`src/rtl/pop_serial_tx.sv`:
```
// ---------------------------------------------------------------------------
// pop_serial_tx
// Drains a valid/grant FIFO pop port and sends each word as an asynchronous
// serial frame: start bit (0), DATA_WIDTH data bits LSB first, an optional
// even-parity bit, then STOP_BITS stop bits (1). The line idles high.
//
// Ports:
//   clk          rising-edge clock
//   reset_n      asynchronous active-low reset
//   enable_i     permits acceptance of new words
//   pop_valid_i  upstream FIFO has a word
//   pop_data_i   upstream word (captured on the accepting edge)
//   pop_grant_o  block accepts a word this cycle (IDLE && enable_i)
//   tx_o         registered serial line, idle high
//   busy_o       frame in progress
//   frame_cnt_o  number of frames fully sent, wraps at 16 bits
// ---------------------------------------------------------------------------
module pop_serial_tx #(
    parameter int DATA_WIDTH   = 8,
    parameter int CLKS_PER_BIT = 4,
    parameter int STOP_BITS    = 1,
    parameter int PARITY_EN    = 0
) (
    input  logic                  clk,
    input  logic                  reset_n,
    input  logic                  enable_i,
    input  logic                  pop_valid_i,
    input  logic [DATA_WIDTH-1:0] pop_data_i,
    output logic                  pop_grant_o,
    output logic                  tx_o,
    output logic                  busy_o,
    output logic [15:0]           frame_cnt_o
);

    localparam int CNT_W = (CLKS_PER_BIT > 1) ? $clog2(CLKS_PER_BIT) : 1;
    localparam int IDX_W = (DATA_WIDTH > 1) ? $clog2(DATA_WIDTH) : 1;

    localparam logic [CNT_W-1:0] CNT_LOAD  = CNT_W'(CLKS_PER_BIT - 1);
    localparam logic [CNT_W-1:0] CNT_ZERO  = CNT_W'(0);
    localparam logic [CNT_W-1:0] CNT_ONE   = CNT_W'(1);
    localparam logic [IDX_W-1:0] IDX_ZERO  = IDX_W'(0);
    localparam logic [IDX_W-1:0] IDX_ONE   = IDX_W'(1);
    localparam logic [IDX_W-1:0] IDX_LAST  = IDX_W'(DATA_WIDTH - 1);
    localparam logic             STOP_LAST = (STOP_BITS == 2) ? 1'b1 : 1'b0;
    localparam logic             USE_PAR   = (PARITY_EN == 1) ? 1'b1 : 1'b0;

    localparam logic [2:0] S_IDLE   = 3'd0;
    localparam logic [2:0] S_START  = 3'd1;
    localparam logic [2:0] S_DATA   = 3'd2;
    localparam logic [2:0] S_PARITY = 3'd3;
    localparam logic [2:0] S_STOP   = 3'd4;

    logic [2:0]            r_state;
    logic [CNT_W-1:0]      r_cnt;
    logic [IDX_W-1:0]      r_bit_idx;
    logic                  r_stop_idx;
    logic [DATA_WIDTH-1:0] r_shift;
    logic                  r_parity;
    logic                  r_tx;
    logic [15:0]           r_frame_cnt;

    logic                  w_grant;
    logic                  w_accept;
    logic                  w_bit_end;
    logic [DATA_WIDTH-1:0] w_shift_next;

    // Even parity: the XOR of all data bits.
    function automatic logic even_parity(input logic [DATA_WIDTH-1:0] d);
        return ^d;
    endfunction

    // Grant comes from registered state only; reset_n forces it low at once.
    assign w_grant      = (r_state == S_IDLE) && enable_i && reset_n;
    assign w_accept     = w_grant && pop_valid_i;
    assign w_bit_end    = (r_cnt == CNT_ZERO);
    assign w_shift_next = r_shift >> 1;

    assign pop_grant_o  = w_grant;
    assign tx_o         = r_tx;
    assign busy_o       = (r_state != S_IDLE);
    assign frame_cnt_o  = r_frame_cnt;

    // Frame sequencer: tx is loaded together with each state change so the
    // line level for a bit period is already registered when the period starts.
    always_ff @(posedge clk or negedge reset_n) begin
        if (!reset_n) begin
            r_state     <= S_IDLE;
            r_cnt       <= CNT_ZERO;
            r_bit_idx   <= IDX_ZERO;
            r_stop_idx  <= 1'b0;
            r_shift     <= '0;
            r_parity    <= 1'b0;
            r_tx        <= 1'b1;
            r_frame_cnt <= 16'd0;
        end else begin
            case (r_state)
                S_IDLE: begin
                    if (w_accept) begin
                        r_state  <= S_START;
                        r_cnt    <= CNT_LOAD;
                        r_shift  <= pop_data_i;
                        r_parity <= even_parity(pop_data_i);
                        r_tx     <= 1'b0;
                    end else begin
                        r_tx     <= 1'b1;
                    end
                end
                S_START: begin
                    if (w_bit_end) begin
                        r_state   <= S_DATA;
                        r_cnt     <= CNT_LOAD;
                        r_bit_idx <= IDX_ZERO;
                        r_tx      <= r_shift[0];
                    end else begin
                        r_cnt     <= r_cnt - CNT_ONE;
                    end
                end
                S_DATA: begin
                    if (w_bit_end) begin
                        r_cnt <= CNT_LOAD;
                        if (r_bit_idx == IDX_LAST) begin
                            if (USE_PAR) begin
                                r_state <= S_PARITY;
                                r_tx    <= r_parity;
                            end else begin
                                r_state    <= S_STOP;
                                r_stop_idx <= 1'b0;
                                r_tx       <= 1'b1;
                            end
                        end else begin
                            r_bit_idx <= r_bit_idx + IDX_ONE;
                            r_shift   <= w_shift_next;
                            r_tx      <= w_shift_next[0];
                        end
                    end else begin
                        r_cnt <= r_cnt - CNT_ONE;
                    end
                end
                S_PARITY: begin
                    if (w_bit_end) begin
                        r_state    <= S_STOP;
                        r_cnt      <= CNT_LOAD;
                        r_stop_idx <= 1'b0;
                        r_tx       <= 1'b1;
                    end else begin
                        r_cnt <= r_cnt - CNT_ONE;
                    end
                end
                S_STOP: begin
                    r_tx <= 1'b1;
                    if (w_bit_end) begin
                        if (r_stop_idx == STOP_LAST) begin
                            r_state     <= S_IDLE;
                            r_frame_cnt <= r_frame_cnt + 16'd1;
                        end else begin
                            r_stop_idx <= 1'b1;
                            r_cnt      <= CNT_LOAD;
                        end
                    end else begin
                        r_cnt <= r_cnt - CNT_ONE;
                    end
                end
                default: begin
                    r_state <= S_IDLE;
                    r_tx    <= 1'b1;
                end
            endcase
        end
    end

endmodule

```
`config.mk`:
```
export PLATFORM = sky130hd
export DESIGN_NAME = pop_serial_tx
export DESIGN_NICKNAME = d
export VERILOG_FILES = /design/src/rtl/pop_serial_tx.sv
export SDC_FILE = /design/constraint.sdc
export NUM_CORES = 1
export LEC_CHECK = 0
export CAP_MARGIN = 10
export CORE_UTILIZATION = 54
export CTS_BUF_LIST = sky130_fd_sc_hd__clkbuf_4 sky130_fd_sc_hd__clkbuf_8
export DETAILED_ROUTE_END_ITERATION = 12
export HOLD_SLACK_MARGIN = 0.05
export PLACE_DENSITY = 0.82
export REMOVE_ABC_BUFFERS = 1
export SLEW_MARGIN = 40
export SYNTH_ARGS = -nofsm -noshare
export SYNTH_HDL_FRONTEND = slang
export SYNTH_SLANG_ARGS = --single-unit
```
`constraint.sdc`:
```
create_clock -name clk -period 2.3 [get_ports clk]
set_clock_uncertainty 0.15 [all_clocks]
set_input_delay 0.46 -clock clk [delete_from_list [all_inputs] [get_ports clk]]
set_output_delay 0.46 -clock clk [all_outputs]
set_load 0.02 [all_outputs]
```
== Yosys cells after proc, flatten, opt, wreduce, memory -nomap -nowiden ==
Index checks and enable logic that the tools add are counted.
Operators by class
  add/sub/neg operators: 3
  equality and inequality tests: 14
  multiplexer cells: 33
  bitwise operators: 1
  reduce and logical (&&, ||, !) cells: 18
Operators with widths (number)
  two-way mux 3 bit: 10
  two-way mux 8 bit: 3
  adder 16 x 1 -> 16 bit, second input constant: 1
  != test 2 bit, second input constant: 8
  case mux 8 bit (2 select lines): 1
  case mux 3 bit (5 select lines): 1
  two-way mux 1 bit: 10
  AND reduction 3 bit: 3
  nonzero test 3 bit: 3
  two-way mux 2 bit: 4
  AND reduction 4 bit: 2
  AND reduction 7 bit: 1
  == test 3 x 2 -> 1 bit, second input constant: 2
  == test 3 bit, second input constant: 2
  case mux 2 bit (3 select lines): 1
  case mux 3 bit (2 select lines): 1
  AND reduction 5 bit: 1
  case mux 1 bit (4 select lines): 1
  nonzero test 2 bit: 2
  adder 3 x 1 -> 3 bit, second input constant: 1
  == test 3 x 1 -> 1 bit, second input constant: 1
  logical AND 1 bit: 3
  logical NOT 3 bit: 1
  != test 3 bit, second input constant: 1
  other kinds (5): 5
Storage, ports and cells
  register bits: 34
  input bits: 12
  output and inout port bits: 19

== Longest topological paths before layout ==
  depth in word-level cells: 6
  depth in mapped cells: 7
  depth with buffers taken out: 6

== Worst setup path after synthesis ==
Ideal clock, no wire load.
  kind: register to register
  start point: reg r_state[0]
  end point: reg r_shift[0]
  library setup time: 0.125 ns
  arrival: 1.641 ns
  setup slack: 0.384 ns
  stages on the path, launching flop included: 8
  buffers on the path: 2
  path through: dfrtp_1 buf_2 nor3_1 inv_1 nor2_1 o22a_2 buf_6 mux2_4
On the way
  word-level cells in the longest chain between the ends: 6
  elaborated cells on any way between the ends: 11
  those cells by class: eq/ne (4); mux (1); reduce/logical (6)
RTL lines
  start: declaration: line 53  | logic [2:0] r_state;
  start signal: assignment: line 87  | r_state <= S_IDLE;
  start signal: assignment: line 99  | r_state <= S_START;
  start signal: assignment: line 110  | r_state <= S_DATA;
  logical NOT 3 bit: line 73, 96
  logical AND 1 bit (2 in a row): line 73  | assign w_grant = (r_state == S_IDLE) && enable_i && reset_n;
  logical AND 1 bit: line 74  | assign w_accept = w_grant && pop_valid_i;
  != test 2 bit (no source line)
  AND reduction 4 bit (no source line)
  end signal: assignment: line 101  | r_shift <= pop_data_i;
  end signal: assignment: line 132  | r_shift <= w_shift_next;
  end: declaration: line 57  | logic [DATA_WIDTH-1:0] r_shift;
Several ways; a longest one is shown, not always the timed one.
A chain may end at the register's enable or synchronous reset.

== Worst setup path after layout ==
  start point: reg r_state[2]
  end point: out pop_grant_o
On the way
  word-level cells in the longest chain between the ends: 3
RTL lines
  logical NOT 3 bit: line 73
  logical AND 1 bit (2 in a row): line 73
  end: declaration: line 29  | output logic pop_grant_o,
No other way between the ends.

==> flow_summary_export.csv <==
group,metric,value,unit
run_status,result_of_the_run,"completed",
final_layout,ratio_of_cells_with_drive_above_1_in_the_final_layout,20.3,%
worst_setup_path,max_stage_delay,0.41,ns
worst_setup_path,worstSetupPathDepth,3,
global_routing,groute.usage.overall,19.5,%
clocking,clock_tree_from_tritoncts,"done",
worst_setup_path,worst_setup_path_endpoint,"pop_grant_o",
worst_setup_path,rr_startpoint,"r_state[0]",
yosys,total_number_of_yosys_warnings,0,
pwr,intPower,0.00128,W
worst_setup_path,r2r.worst_path.cells,5,
drt,vias_per_cell,5.28,
clocking,cts-resized-gates,2,
global_routing,number_of_antenna_violations_at_the_first_check_in_global_routing,0,
pwr,p_sw,0.000674,W
worst_setup_path,path_max_fanout,3,
drt,wl,3.05,mm
timing,setup-violations-final,0,
worst_setup_path,path_cells,"nor3_2 -> and3_1 -> dlygate4sd2_1",
min_path,worstHoldPathType,"reg2reg",
global_routing,grt_most_used_layer,"met2",
timing,rsz0062_at_grt,"false",
worst_setup_path,timing.setup.critical_path_class,"reg2out",
clocking,insertion_delay,0.34,ns
yosys,synth_compound_area_share,6.76,%
worst_setup_path,critical_path_required,1.69,ns
pwr,vdd_drop_max,0.000535,V
pwr,pwr-share-seq,42.0,%
drt,drt_iter0_drc,39,
pwr,pwr_density_cell,906,nW/um^2
final_layout,layout.filler_cells,236,
clocking,ctsHoldBuffers,0,
yosys,yosysSeqAreaShare,47.6,%
drt,route.detailed.wl_per_inst,12.9,um
clocking,clk_root_buffer_cell,"clkbuf_4",
floorplanning,fp.dieArea,3450,um^2
global_routing,first_pass_grt_wire_length,4.98,mm
final_layout,multi_input_area,841,um^2
worst_setup_path,ff_to_ff_setup_slack,0.21,ns
yosys,synth_largest_area_cell,"dfrtp_1",
yosys,mappedNetlistArea,1740,um^2
yosys,area_fraction_in_and_or_nand_and_nor_cells_after_synthesis,19.0,%
worst_setup_path,regToRegEndpoint,"r_shift[5]",
floorplanning,chipHeight,58.8,um
timing,max_clock_freq,471,MHz
floorplanning,core_region_area,3050,um^2
drt,drtAntennaViolNets,0,
timing,maxSlewViolCount,0,
clocking,post_cts_buffers,0,
drt,post-route-drc-count,0,
floorplanning,start_util,57.0,%
worst_setup_path,critPathTopFamily,"simple AND/OR/NAND/NOR gates",
global_routing,grt_pass1_vias,1182,
yosys,post_synth_fa_ha_maj_area_fraction,2.88,%
final_layout,antennaDiodeCount,0,
worst_setup_path,crit_path_start,"r_state[2]",
pwr,power.static_leakage,0.983,nW
yosys,yosysTopAreaCellShare,46.0,%
timing,setup-tns-final,0,ns
pwr,pwr-share-clk,16.5,%
timing,timing.max_slew.rel_slack,62.1,%
clocking,inserted_clock_buffers,5,
timing,timing_hold_violations_final,0,
placed_design,placedInstanceArea,2100,um^2
worst_setup_path,critical-path-slowest-cell,"dfrtp_1",
pwr,comb_power_share,41.5,%
yosys,synthesis.area_per_instance,11.3,um^2
timing,period_share,92.3,%
final_layout,post_layout_inst_area,2160,um^2
worst_setup_path,crit_path_end_kind,"output pin",
yosys,synth-edff-count,0,
worst_setup_path,worst-endpoint-arrival,1.51,ns
yosys,largest_family_of_logic_cells_by_synthesized_area,"simple AND/OR/NAND/NOR gates",
yosys,synth_mux_area_share,11.9,%
yosys,synth_seq_cells,33,
final_layout,nNetsFinal,207,
clocking,htree_levels,2,
yosys,synthArstFlopShare,100,%
floorplanning,ioPinCount,31,
timing,worstMarginPinSlew,0.563,ns
clocking,cts.path.max_buffers,2,
global_routing,global_route.usage.met1,22.1,%
final_layout,seqCellArea,827,um^2
final_layout,syn_to_final_growth,24.1,%
global_routing,grt_remaining_overflow,0,
yosys,ys_top_cells_by_area,"dfrtp_1 (46%), mux2_4 (11%), xnor2_1 (4.5%)",
floorplanning,dieWidth,58.8,um
yosys,syn-instance-count,154,
clocking,clk_pin_slew_worst_paths,0.11,ns
timing,final.min_clock_period,2.12,ns
yosys,synth_ff_type,"dfrtp_1",
pwr,swShare,34.5,%
floorplanning,placement_rows,20,
yosys,netlist-cell-type-count,38,
clocking,cts.sinks,33,
global_routing,grt_max_degree,34,
placed_design,place_congestion,0.763,
global_routing,met3_global_route_usage,5.93,%
worst_setup_path,path_buf_inv,1,
drt,routed-via-count,1247,
global_routing,grt_use_met2,33.0,%
placed_design,port_buffers,30,
yosys,synth_xor_xnor_area_share,7.55,%
drt,drtPass1Iterations,4,
placed_design,dp.final_hpwl,2.22,mm
run,drv.max_cap_violation_count,0,
worst_setup_path,start_kind,"register",
==> worst register-to-register path, delay by kind of cell (launching register included) <==
| family | cells | cell delay [ns] |
|---|---|---|
| and+or+nand+nor | 2 | 0.60 |
| DFF | 1 | 0.42 |
| muxes | 1 | 0.33 |
| AOI/OAI and AO/OA | 1 | 0.30 |
| buffers and inverters | 1 | 0.18 |
==> synth_stat cells, types with 2 or more instances <==
| library cell | count |
|---|---|
| nand3_1 | 8 |
| xor2_1 | 6 |
| mux2_4 | 13 |
| nor2b_1 | 2 |
| inv_1 | 7 |
| clkbuf_1 | 3 |
| xnor2_1 | 9 |
| nand2_1 | 11 |
| nor3b_1 | 3 |
| o21ai_0 | 9 |
| ha_1 | 4 |
| nor3_1 | 4 |
| a21oi_1 | 3 |
| buf_6 | 3 |
| nor2_1 | 11 |
| a21o_1 | 2 |
| dfrtp_1 | 32 |
| nand4_1 | 4 |
==> layout make-up <==
type	count	share of cell area, %
clock buffers	5	1.74
multi-input cells	107	39.0
inverters	7	1.22
well taps	44	2.55
clock inverters	3	0.812
flip-flops and latches	33	38.3
repair buffers	37	16.4
==> through the flow <==
stage               instances  hold slack [ns]  setup slack, ns  util [%]  total power (W)
floorplan                 147           0.0144            0.354         -          0.00140
global placement          228            0.308          -0.0209      68.7          0.00160
detailed placement        228            0.305          -0.0707      68.7          0.00164
CTS                       236            0.324           0.0327      70.6          0.00197
global route              236            0.337            0.110      70.7          0.00207
finish                    236            0.323            0.176      70.7          0.00195
==> cells by family after synthesis <==
family	after synthesis
AOI/OAI and AO/OA	19
adders and majority gates	4
and+or+nand+nor	55
xor gates and xnor gates	15
DFF	33
buffers and inverters	14
muxes	14
==> metal layers <==
metal | vias to the layer above | share of wire (%)
met3 | 7 | 4.2
met2 | 36 | 49
met1 | 594 | 45
li1 | 610 | -
met5 | - | 0
met4 | 0 | 1.7
==> how the worst min path moves through the flow <==
stage | startpoint | to | slack, ns | cells after the start
2_1_floorplan | reset_n | frame_cnt_o[0] | 0.01 | 0
3_3_place_gp | frame_cnt_o[15] | frame_cnt_o[15] | 0.31 | 1
3_5_place_dp | frame_cnt_o[15] | frame_cnt_o[15] | 0.31 | 1
4_1_cts | frame_cnt_o[15] | frame_cnt_o[15] | 0.32 | 1
5_1_grt | frame_cnt_o[15] | frame_cnt_o[15] | 0.34 | 1
6_report | frame_cnt_o[15] | frame_cnt_o[15] | 0.32 | 1
==> power by group through the flow <==
stage / Sequential, W / Combinational (W) / Clock (W)
3_5_place_dp: 0.000830 / 0.000812 / 0
4_1_cts: 0.000822 / 0.000816 / 0.000331
5_1_grt: 0.000837 / 0.000880 / 0.000353
2_1_floorplan: 0.000843 / 0.000555 / 0
3_3_place_gp: 0.000821 / 0.000781 / 0
6_report: 0.000822 / 0.000811 / 0.000323
==> layout by cell type, fill, tap and decap left out, types with 2 or more instances in the layout <==
cell type | Yosys | final
xnor2_1 | 9 | 9
clkbuf_4 | 0 | 5
a21oi_1 | 3 | 3
buf_4 | 0 | 7
nand2_1 | 11 | 11
nor3b_1 | 3 | 3
xor2_1 | 6 | 6
a21o_1 | 2 | 2
ha_1 | 4 | 4
nor2b_1 | 2 | 2
clkinv_2 | 0 | 2
o21ai_0 | 9 | 9
clkdlybuf4s50_1 | 0 | 28
nor2_1 | 11 | 11
nor3_1 | 4 | 3
nand3_1 | 8 | 8
inv_1 | 7 | 7
nand4_1 | 4 | 4
mux2_4 | 13 | 13
dfrtp_1 | 32 | 32
==> registers in the layout, indices dropped and copies added (netlist names) <==
| register | count |
|---|---|
| frame_cnt_o | 16 |
| r_shift | 8 |
| r_bit_idx | 3 |
| r_state | 3 |
| r_cnt | 2 |
| tx_o | 1 |
(Power assumes the default switching activity.)
